`src/rtl/bus_responder.sv`:
```
// Memory-side bus responder: services CPU read/write requests against an
// async SRAM/ROM port with programmable wait states and ROM write blocking.
module bus_responder #(
  parameter int unsigned     WAIT_STATES = 2,
  parameter logic [7:0]      FAST_PAGE   = 8'h00,
  parameter logic [15:0]     ROM_BASE    = 16'hE000
) (
  input  logic        ph1,
  input  logic        reset,
  input  logic        cpu_req,
  input  logic        cpu_rw,
  input  logic [15:0] cpu_addr,
  input  logic [7:0]  cpu_wdata,
  output logic [7:0]  cpu_rdata,
  output logic        cpu_ready,
  output logic [15:0] mem_addr,
  output logic [7:0]  mem_wdata,
  input  logic [7:0]  mem_rdata,
  output logic        mem_ce,
  output logic        mem_oe,
  output logic        mem_we,
  output logic        wr_err
);

  localparam logic [3:0] WS = WAIT_STATES[3:0];

  typedef enum logic {
    IDLE,
    ACCESS
  } state_e;

  state_e      state_q, state_d;
  logic [3:0]  cnt_q, cnt_d;
  logic        ready_q, ready_d;
  logic [7:0]  rdata_q, rdata_d;
  logic [15:0] addr_q, addr_d;
  logic [7:0]  wdata_q, wdata_d;
  logic        ce_q, ce_d;
  logic        oe_q, oe_d;
  logic        we_q, we_d;
  logic        err_q, err_d;

  logic        fast_hit;
  logic        rom_hit;

  assign fast_hit = (cpu_addr[15:8] == FAST_PAGE);
  assign rom_hit  = (cpu_addr >= ROM_BASE);

  always_ff @(posedge ph1 or posedge reset) begin
    if (reset) begin
      state_q <= IDLE;
      cnt_q   <= 4'd0;
      ready_q <= 1'b1;
      rdata_q <= 8'h00;
      addr_q  <= 16'h0000;
      wdata_q <= 8'h00;
      ce_q    <= 1'b0;
      oe_q    <= 1'b0;
      we_q    <= 1'b0;
      err_q   <= 1'b0;
    end else begin
      state_q <= state_d;
      cnt_q   <= cnt_d;
      ready_q <= ready_d;
      rdata_q <= rdata_d;
      addr_q  <= addr_d;
      wdata_q <= wdata_d;
      ce_q    <= ce_d;
      oe_q    <= oe_d;
      we_q    <= we_d;
      err_q   <= err_d;
    end
  end

  always_comb begin
    state_d = state_q;
    cnt_d   = cnt_q;
    ready_d = ready_q;
    rdata_d = rdata_q;
    addr_d  = addr_q;
    wdata_d = wdata_q;
    ce_d    = ce_q;
    oe_d    = oe_q;
    we_d    = we_q;
    err_d   = err_q;
    unique case (state_q)
      IDLE: begin
        if (cpu_req) begin
          addr_d  = cpu_addr;
          wdata_d = cpu_wdata;
          cnt_d   = fast_hit ? 4'd0 : WS;
          ce_d    = 1'b1;
          oe_d    = cpu_rw;
          we_d    = ~cpu_rw & ~rom_hit;
          ready_d = 1'b0;
          state_d = ACCESS;
          // ROM writes still run the full cycle, just without a strobe
          if (!cpu_rw && rom_hit) begin
            err_d = 1'b1;
          end
        end
      end
      ACCESS: begin
        if (cnt_q != 4'd0) begin
          cnt_d = cnt_q - 4'd1;
        end else begin
          if (oe_q) begin
            rdata_d = mem_rdata;
          end
          ce_d    = 1'b0;
          oe_d    = 1'b0;
          we_d    = 1'b0;
          ready_d = 1'b1;
          state_d = IDLE;
        end
      end
      default: begin
        state_d = IDLE;
      end
    endcase
  end

  assign cpu_rdata = rdata_q;
  assign cpu_ready = ready_q;
  assign mem_addr  = addr_q;
  assign mem_wdata = wdata_q;
  assign mem_ce    = ce_q;
  assign mem_oe    = oe_q;
  assign mem_we    = we_q;
  assign wr_err    = err_q;

endmodule
```
`config.mk`:
```
export PLATFORM = sky130hd
export DESIGN_NAME = bus_responder
export DESIGN_NICKNAME = d
export VERILOG_FILES = /design/src/rtl/bus_responder.sv
export SDC_FILE = /design/constraint.sdc
export NUM_CORES = 1
export LEC_CHECK = 0
export ABC_AREA = 1
export BUFFER_PORTS_ARGS = -buffer_cell sky130_fd_sc_hd__buf_4
export CORE_MARGIN = 8
export CORE_UTILIZATION = 47
export CTS_CLUSTER_DIAMETER = 200
export CTS_CLUSTER_SIZE = 10
export DETAILED_ROUTE_END_ITERATION = 7
export MAX_ROUTING_LAYER = met4
export PLACE_DENSITY = 0.79
export SLEW_MARGIN = 20
export SYNTH_ARGS = -nofsm -noshare
export SYNTH_HDL_FRONTEND = slang
export SYNTH_SLANG_ARGS = --single-unit
export TNS_END_PERCENT = 20
```
`constraint.sdc`:
```
create_clock -name ph1 -period 1.5 [get_ports ph1]
set_input_delay 0 -clock ph1 [delete_from_list [all_inputs] [get_ports ph1]]
set_output_delay 0 -clock ph1 [all_outputs]
set_load 0.05 [all_outputs]
```
==> Word-level counts from Yosys, hierarchy flattened <==
Cells that the tools add are included.
{ "totals": {"ff_bits": 42, "latchBits": 0, "mem_bits_rw": 0, "rom_bits": 0, "out_inout_bits": 37, "n_memories": 0} }
{ "op_classes": {"n_addsub": 1, "multipliers": 0, "n_div": 0, "n_lt_le_gt_ge": 1, "n_eq_ne": 3, "shifts": 0, "muxes": 17, "bitwise": 5, "reduce_logical": 9} }
{ "ops": {"columns": ["op", "count"], "rows": [
  ["$ge 16x16->1 const B", 1],
  ["$pmux 1 s2", 5],
  ["$logic_not 8->1", 1],
  ["$mux 1", 8],
  ["$mux 4", 2],
  ["$pmux 4 s2", 1],
  ["$reduce_and 2->1", 3],
  ["$reduce_and 3->1", 2],
  ["$ne 2x2->1 const B", 2],
  ["$not 1->1", 4],
  ["$reduce_bool 4->1", 1],
  ["$sub 4x1->4 const B", 1],
  ["$mux 2", 1],
  ["$ne 2x1->1 const B", 1],
  ["$and 1x1->1", 1],
  ["$logic_and 1x1->1", 1],
  ["$logic_not 1->1", 1]
]} }

==> Longest topological paths before layout <==
Gate-level depths: netlist of the first run.
{ "depth": {"ltp_word": 5, "mapped_depth": 7, "depth_no_buf": 7} }

==> Worst setup path before layout of the first run <==
OpenSTA, ideal clock, no wires.
{ "synth_path": {"path_type": "reg2reg", "start": "register cnt_q[0]", "end": "register rdata_q[0] (netlist: cpu_rdata[0])", "setup_ns": 0.119, "arrival_ns": 1.170, "required_ns": 1.381, "slack_ns": 0.211, "stages_incl_launch_ff": 8, "path_cell_list": "dfrtp_1 -> inv_1 -> ha_1 -> nand3_2 -> nor2_4 -> nand2_4 -> nand2_1 -> nand2_1"} }
{ "synth_via": {"elab_chain_cells": 3} }
{ "synth_lines": {"columns": ["element", "line", "text"], "rows": [
  ["from (decl)", "33", "logic [3:0] cnt_q, cnt_d;"],
  ["from (signal assigned)", "63", "cnt_q <= cnt_d;"],
  ["$reduce_bool 4->1", "104", "if (cnt_q != 4'd0) begin"],
  ["$not 1->1 (no line)", null, null],
  ["$reduce_and 3->1 (no line)", null, null],
  ["to (signal assigned)", "65", "rdata_q <= rdata_d;"],
  ["to (decl)", "35", "logic [7:0] rdata_q, rdata_d;"]
]} }
No other way between the ends.
A chain may end at the register's enable or synchronous reset.

==> Worst setup path after layout of the first run <==
{ "layout_path": {"start": "register cnt_q[1]", "end": "register rdata_q[1] (netlist: cpu_rdata[1])"} }
Same word-level chain as after synthesis.

==> summary.txt, run 1 <==
Outcome = completed
Starting density of the core = 0.482
Design Area, Final = 0.00282 mm²
Final RePlAce weighted congestion = 0.847
Antenna fix cells = 0
Post-synthesis net count = 234
Top cells by area, synth = dfrtp_1 59%, nand2_1 21%, nand3_1 4.0%
Critical path class = register to register
Die outline height = 77.1 µm
Cells on worst reg2reg path = 7
CTS H-tree depth = 2
Mapped cell area = 0.00175 mm²
Final max-slew violation count = 0
Setup crit start kind = register
Post-synth EDFFs = 0
First-pass GRT wire length = 8340 µm
Worst-path clk slew = 0.08 ns
Synthesized flop and latch total = 42
RSZ-0062 raised after global routing = no
Highest clock rate = 720 MHz
Post-Route Setup TNS = 0 ns
DRT antenna net count = 0
GR Util All Layers = 0.177
Cell variety after synth = 21
Vias = 1708
Die Width = 77.1 µm
Sequential-to-total area share from yosys stat = 0.601
Final period util = 0.925
First DRT Iteration DRCs = 93
Largest net degree at the start of global routing = 26
CTS tree = done
Yosys warns = 0
GRT overflow = 0
Detailed placement HPWL = 3310 µm
Setup Skew = 0.00525 ns
Synth area leader = dfrtp_1
Tightest Pin Transition = 0.643 ns
Die ar. = 0.00594 mm²
Prevailing post-synth register cell = dfrtp_1
FFs w/ async S/R, synth = 1.00
Share of cells above drive strength 1 = 0.310
Initial antenna violation count = 0
Worst vdd ir = 0.00133 V
Number of top-level pins = 73
Hold Vio Cnt, Final = 0
Max Cap Viol = 0
Final cell count without fillers = 358
Clock Latency Late Sink = 0.29 ns
Total power = 0.00680 W
Port-buffer cells = 72
Tmin final = 1.39 ns
Core Area = 0.00363 mm²
CTS Root Cell = clkbuf_8
Max FO, Critical Path = 10
CTS Hold Bufs = 34
Inst Count DP = 316
Layout area overhead = 60.7%
CTS-repair resized insts = 0
DR pass1 iterations = 4
PwrDens = 2420 mW/mm²
Drc violations = 0
Top cell type's share of synthesized area = 0.586
Pleak = 1.52 nW
CP required = 1.69 ns
Fin nets = 347
Clock sinks = 42
Vias in the first global route = 1843
Hold Path Cell Cnt = 4
Area after DPL = 0.00237 mm²
Crit path DAT = 1.58 ns
Mean number of vias per cell = 4.77
Avg Synthesized Cell Area = 8.94 µm²
Setup-failing EPs final = 0
Hold crit path type = input pin to register
Critical path endpoint category = register
CTS buffer count = 5
Slew Limit Headroom = 0.569
Clk buf depth = 2
Drt total wl = 4970 µm
FP Rows = 22
Post-synthesis cell count = 196
Average wire per standard cell = 13.9 µm
Post-CTS Setup Bufs = 0
-- worst max-delay path, cell delays in order (launching register included) --
cell and delay (ns):
dfrtp_1 0.40, inv_1 0.09, ha_1 0.18, nand3_2 0.11, nor2_4 0.25, nand2_4 0.13, nand2_1 0.09, nand2_1 0.05
-- cells in the mapped netlist (2+ instances only) --
cell type   n
dfrtp_1    41
inv_1       7
inv_2       4
o21ai_0     5
o21ai_2     2
nand3_1    14
nand2_4     3
nand2_1    98
ha_1        2
nor2_1      6
buf_4       2
buf_2       3
-- flip-flops by register name, indices dropped and copies added (netlist names) --
register and cells:
mem_addr 16, cpu_rdata 8, mem_wdata 8, cnt_q 4
cpu_ready 1, mem_ce 1, mem_oe 1, mem_we 1
state_q 1, wr_err 1
-- cells by family (layout without fill, tap and decap cells) --
group | after synthesis | count (layout) | synth area share
XOR/XNOR | 1 | 1 | 0.00500
AND/OR/NAND/NOR | 125 | 125 | 0.301
AO/OA/AOI/OAI | 9 | 9 | 0.0321
adder cells (fa/ha/maj) | 2 | 2 | 0.0143
flip-flops | 42 | 42 | 0.601
buffers and inverters | 17 | 131 | 0.0471
-- power breakdown --
group	switching [W]	total (W)	internal (W)	leakage (nW)
clock	0.000362	0.000860	0.000498	0.0524
sequential	0.000368	0.00206	0.00169	0.511
combinational	0.00270	0.00388	0.00118	0.953
total	0.00343	0.00680	0.00337	1.52
-- cell type report --
class / count / area (µm²)
well taps: 48 / 60.1
multi-input cells: 137 / 617
clock buffers: 7 / 76.3
flip-flops and latches: 42 / 1050
clock inverters: 1 / 30.0
inverters: 11 / 41.3
fillers: 251 / 818
repair buffers: 112 / 938
-- stage by stage --
stage	setup WS, ns	utilization	hold WS (ns)
floorplan	0.211	-	0.107
detailed placement	0.129	0.652	0.0433
finish	0.112	0.775	0.0609
global route	0.0257	0.775	0.0768
CTS	0.119	0.775	0.0564
global placement	0.207	0.652	0.0471
-- worst paths after layout --
| path | startpoint | end | slack, ns |
|---|---|---|---|
| worst max register to register | cnt_q[1] | cpu_rdata[1] | 0.11 |
| worst max-delay path | cnt_q[1] | cpu_rdata[1] | 0.11 |
| min in group asynchronous | reset | cpu_rdata[1] | 0.29 |
| worst min-delay path | cpu_req | mem_addr[13] | 0.06 |
| worst min register to register | cpu_ready | cpu_ready | 0.47 |
| max in group asynchronous | reset | cpu_ready | 0.65 |
-- routing by layer --
layer,vias up,GRT usage,routed length (µm)
li1,831,-,-
met5,-,-,0
met2,62,0.314,2690
met1,806,0.179,1880
met4,0,0.0604,97
met3,9,0.0583,296
-- placed cells by master (no fill, tap or decap), drive strengths merged --
| cell type | count |
|---|---|
| xnor2 | 1 |
| nor3 | 1 |
| nand3 | 15 |
| o21bai | 1 |
| clkinv | 1 |
| o22ai | 1 |
| dlygate4sd3 | 34 |
| bufinv | 1 |
| dfrtp | 41 |
| ha | 2 |
| clkbuf | 7 |
| buf | 78 |
| inv | 10 |
| dfstp | 1 |
| nand2 | 101 |
| or2 | 1 |
| o21ai | 7 |
| nor2 | 7 |
Note: power is estimated with default switching activity, not from simulation.
==> run 2, diff against run 1 <==
RECOVER_POWER = 100   (was default)
==> summary.txt, run 2 (same netlist as run 1, synthesis figures left out) <==
Tmin final = 1.38 ns
Setup crit start kind = register
Critical path endpoint category = register
Highest clock rate = 723 MHz
CTS tree = done
Endpoint, Worst Hold = mem_addr[13]
Final cell count without fillers = 358
GRT overflow = 0
Tightest Pin Transition = 0.624 ns
Critical path class = register to register
Max Cap Viol = 0
Clk buf depth = 2
Fin nets = 347
Number of top-level pins = 73
DRT antenna net count = 0
Core Area = 0.00363 mm²
Metal1 wirelength = 1940 µm
Most common cell after layout, fill and taps aside = nand2_1
Worst-path clk slew = 0.08 ns
Clock sinks = 42
CTS buffer count = 5
Share of cells above drive strength 1 = 0.187
PnR worst setup slack = 0.116 ns
GR Util All Layers = 0.177
Initial antenna violation count = 0
Final max-slew violation count = 0
FP Rows = 22
Drc violations = 0
Antenna fix cells = 0
Largest register FFs = 16
Detailed placement HPWL = 3310 µm
Slew Limit Headroom = 0.586
CTS H-tree depth = 2
Port-buffer cells = 72
Met3 WL = 293 µm
Pleak = 1.37 nW
Flop2flop setup slack = 0.12 ns
Vias = 1702
Design Area, Final = 0.00265 mm²
Most frequent cells in the layout = 98 x nand2_1, 41 x dfrtp_1, 38 x clkbuf_1
PwrDens = 2390 mW/mm²
Met2 WL = 2650 µm
Setup-failing EPs final = 0
Final period util = 0.923
Clock Latency Late Sink = 0.29 ns
RSZ-0062 raised after global routing = no
Post-Route Setup TNS = 0 ns
Starting density of the core = 0.482
Die ar. = 0.00594 mm²
Outcome = completed
Cells on worst reg2reg path = 7
Reg2reg start = cnt_q[1]
First-pass GRT wire length = 8340 µm
Setup Skew = 0.00583 ns
Largest net degree at the start of global routing = 26
Inst Count DP = 316
Worst R2R End = cpu_rdata[1]
Die Width = 77.1 µm
Post-CTS Setup Bufs = 0
Uppermost layer routed = met4
Layout area overhead = 51.5%
DR pass1 iterations = 4
CTS Root Cell = clkbuf_8
Die outline height = 77.1 µm
First DRT Iteration DRCs = 99
Mean number of vias per cell = 4.75
Vias in the first global route = 1843
Area after DPL = 0.00237 mm²
Average wire per standard cell = 13.9 µm
Hold Vio Cnt, Final = 0
Hold Path Cell Cnt = 4
Hold crit path type = input pin to register
Worst slack, placed = 0.129 ns
Hold Crit Start = cpu_req
Final RePlAce weighted congestion = 0.847
Max FO, Critical Path = 10
CP required = 1.69 ns
Worst vdd ir = 0.00128 V
Drt total wl = 4990 µm
Hold slack = 0.0611 ns
Crit path DAT = 1.57 ns
-- run 2: cell count changes in the layout (fill, tap and decap cells not counted), sizes merged --
cell,previous run,this run
buf,78,37
clkbuf,7,48
-- run 2: worst max-delay path: stages (launching register included) --
cell and delay [ns]:
dfrtp_1 0.40, inv_1 0.09, ha_1 0.18, nand3_2 0.11, nor2_4 0.24, nand2_4 0.13, nand2_1 0.09, nand2_1 0.05
-- run 2: through the flow --
step                utilization  total power, W
finish                    0.730         0.00634
global route              0.730         0.00676
CTS                       0.775         0.00684
detailed placement        0.652         0.00590
global placement          0.652         0.00583
floorplan                     -         0.00471
-- run 2: what timing repair did --
action,4_1_cts,5_1_grt
hold endpoints to repair,50,0
hold buffers,34,0
gates resized for setup,0,0
-- run 2: how the worst max path moves through the flow --
stage                    to  slack (ns)  startpoint
3_3_place_gp   cpu_rdata[6]        0.21    cnt_q[1]
4_1_cts        cpu_rdata[7]        0.12    cnt_q[1]
3_5_place_dp   cpu_rdata[7]        0.13    cnt_q[1]
5_1_grt        cpu_rdata[7]        0.03    cnt_q[1]
6_report       cpu_rdata[1]        0.12    cnt_q[1]
2_1_floorplan  cpu_rdata[0]        0.21    cnt_q[0]
-- run 2: per-layer routing --
metal | vias up | global-route usage
li1 | 831 | -
met1 | 804 | 0.179
met2 | 56 | 0.314
met3 | 11 | 0.0583
met4 | 0 | 0.0604
met5 | - | -
-- run 2: power by group --
group          leakage (nW)  switching, W  internal [W]
Clock                0.0524      0.000362      0.000498
Combinational         0.810       0.00269      0.000747
Sequential            0.511      0.000354       0.00169
Total                  1.37       0.00341       0.00294
-- run 2: cell type report --
| type | instances | area (µm²) |
|---|---|---|
| clock inverters | 1 | 30.0 |
| inverters | 11 | 41.3 |
| multi-input cells | 137 | 613 |
| fillers | 302 | 980 |
| repair buffers | 112 | 781 |
| flip-flops and latches | 42 | 1050 |
| clock buffers | 7 | 76.3 |
| well taps | 48 | 60.1 |
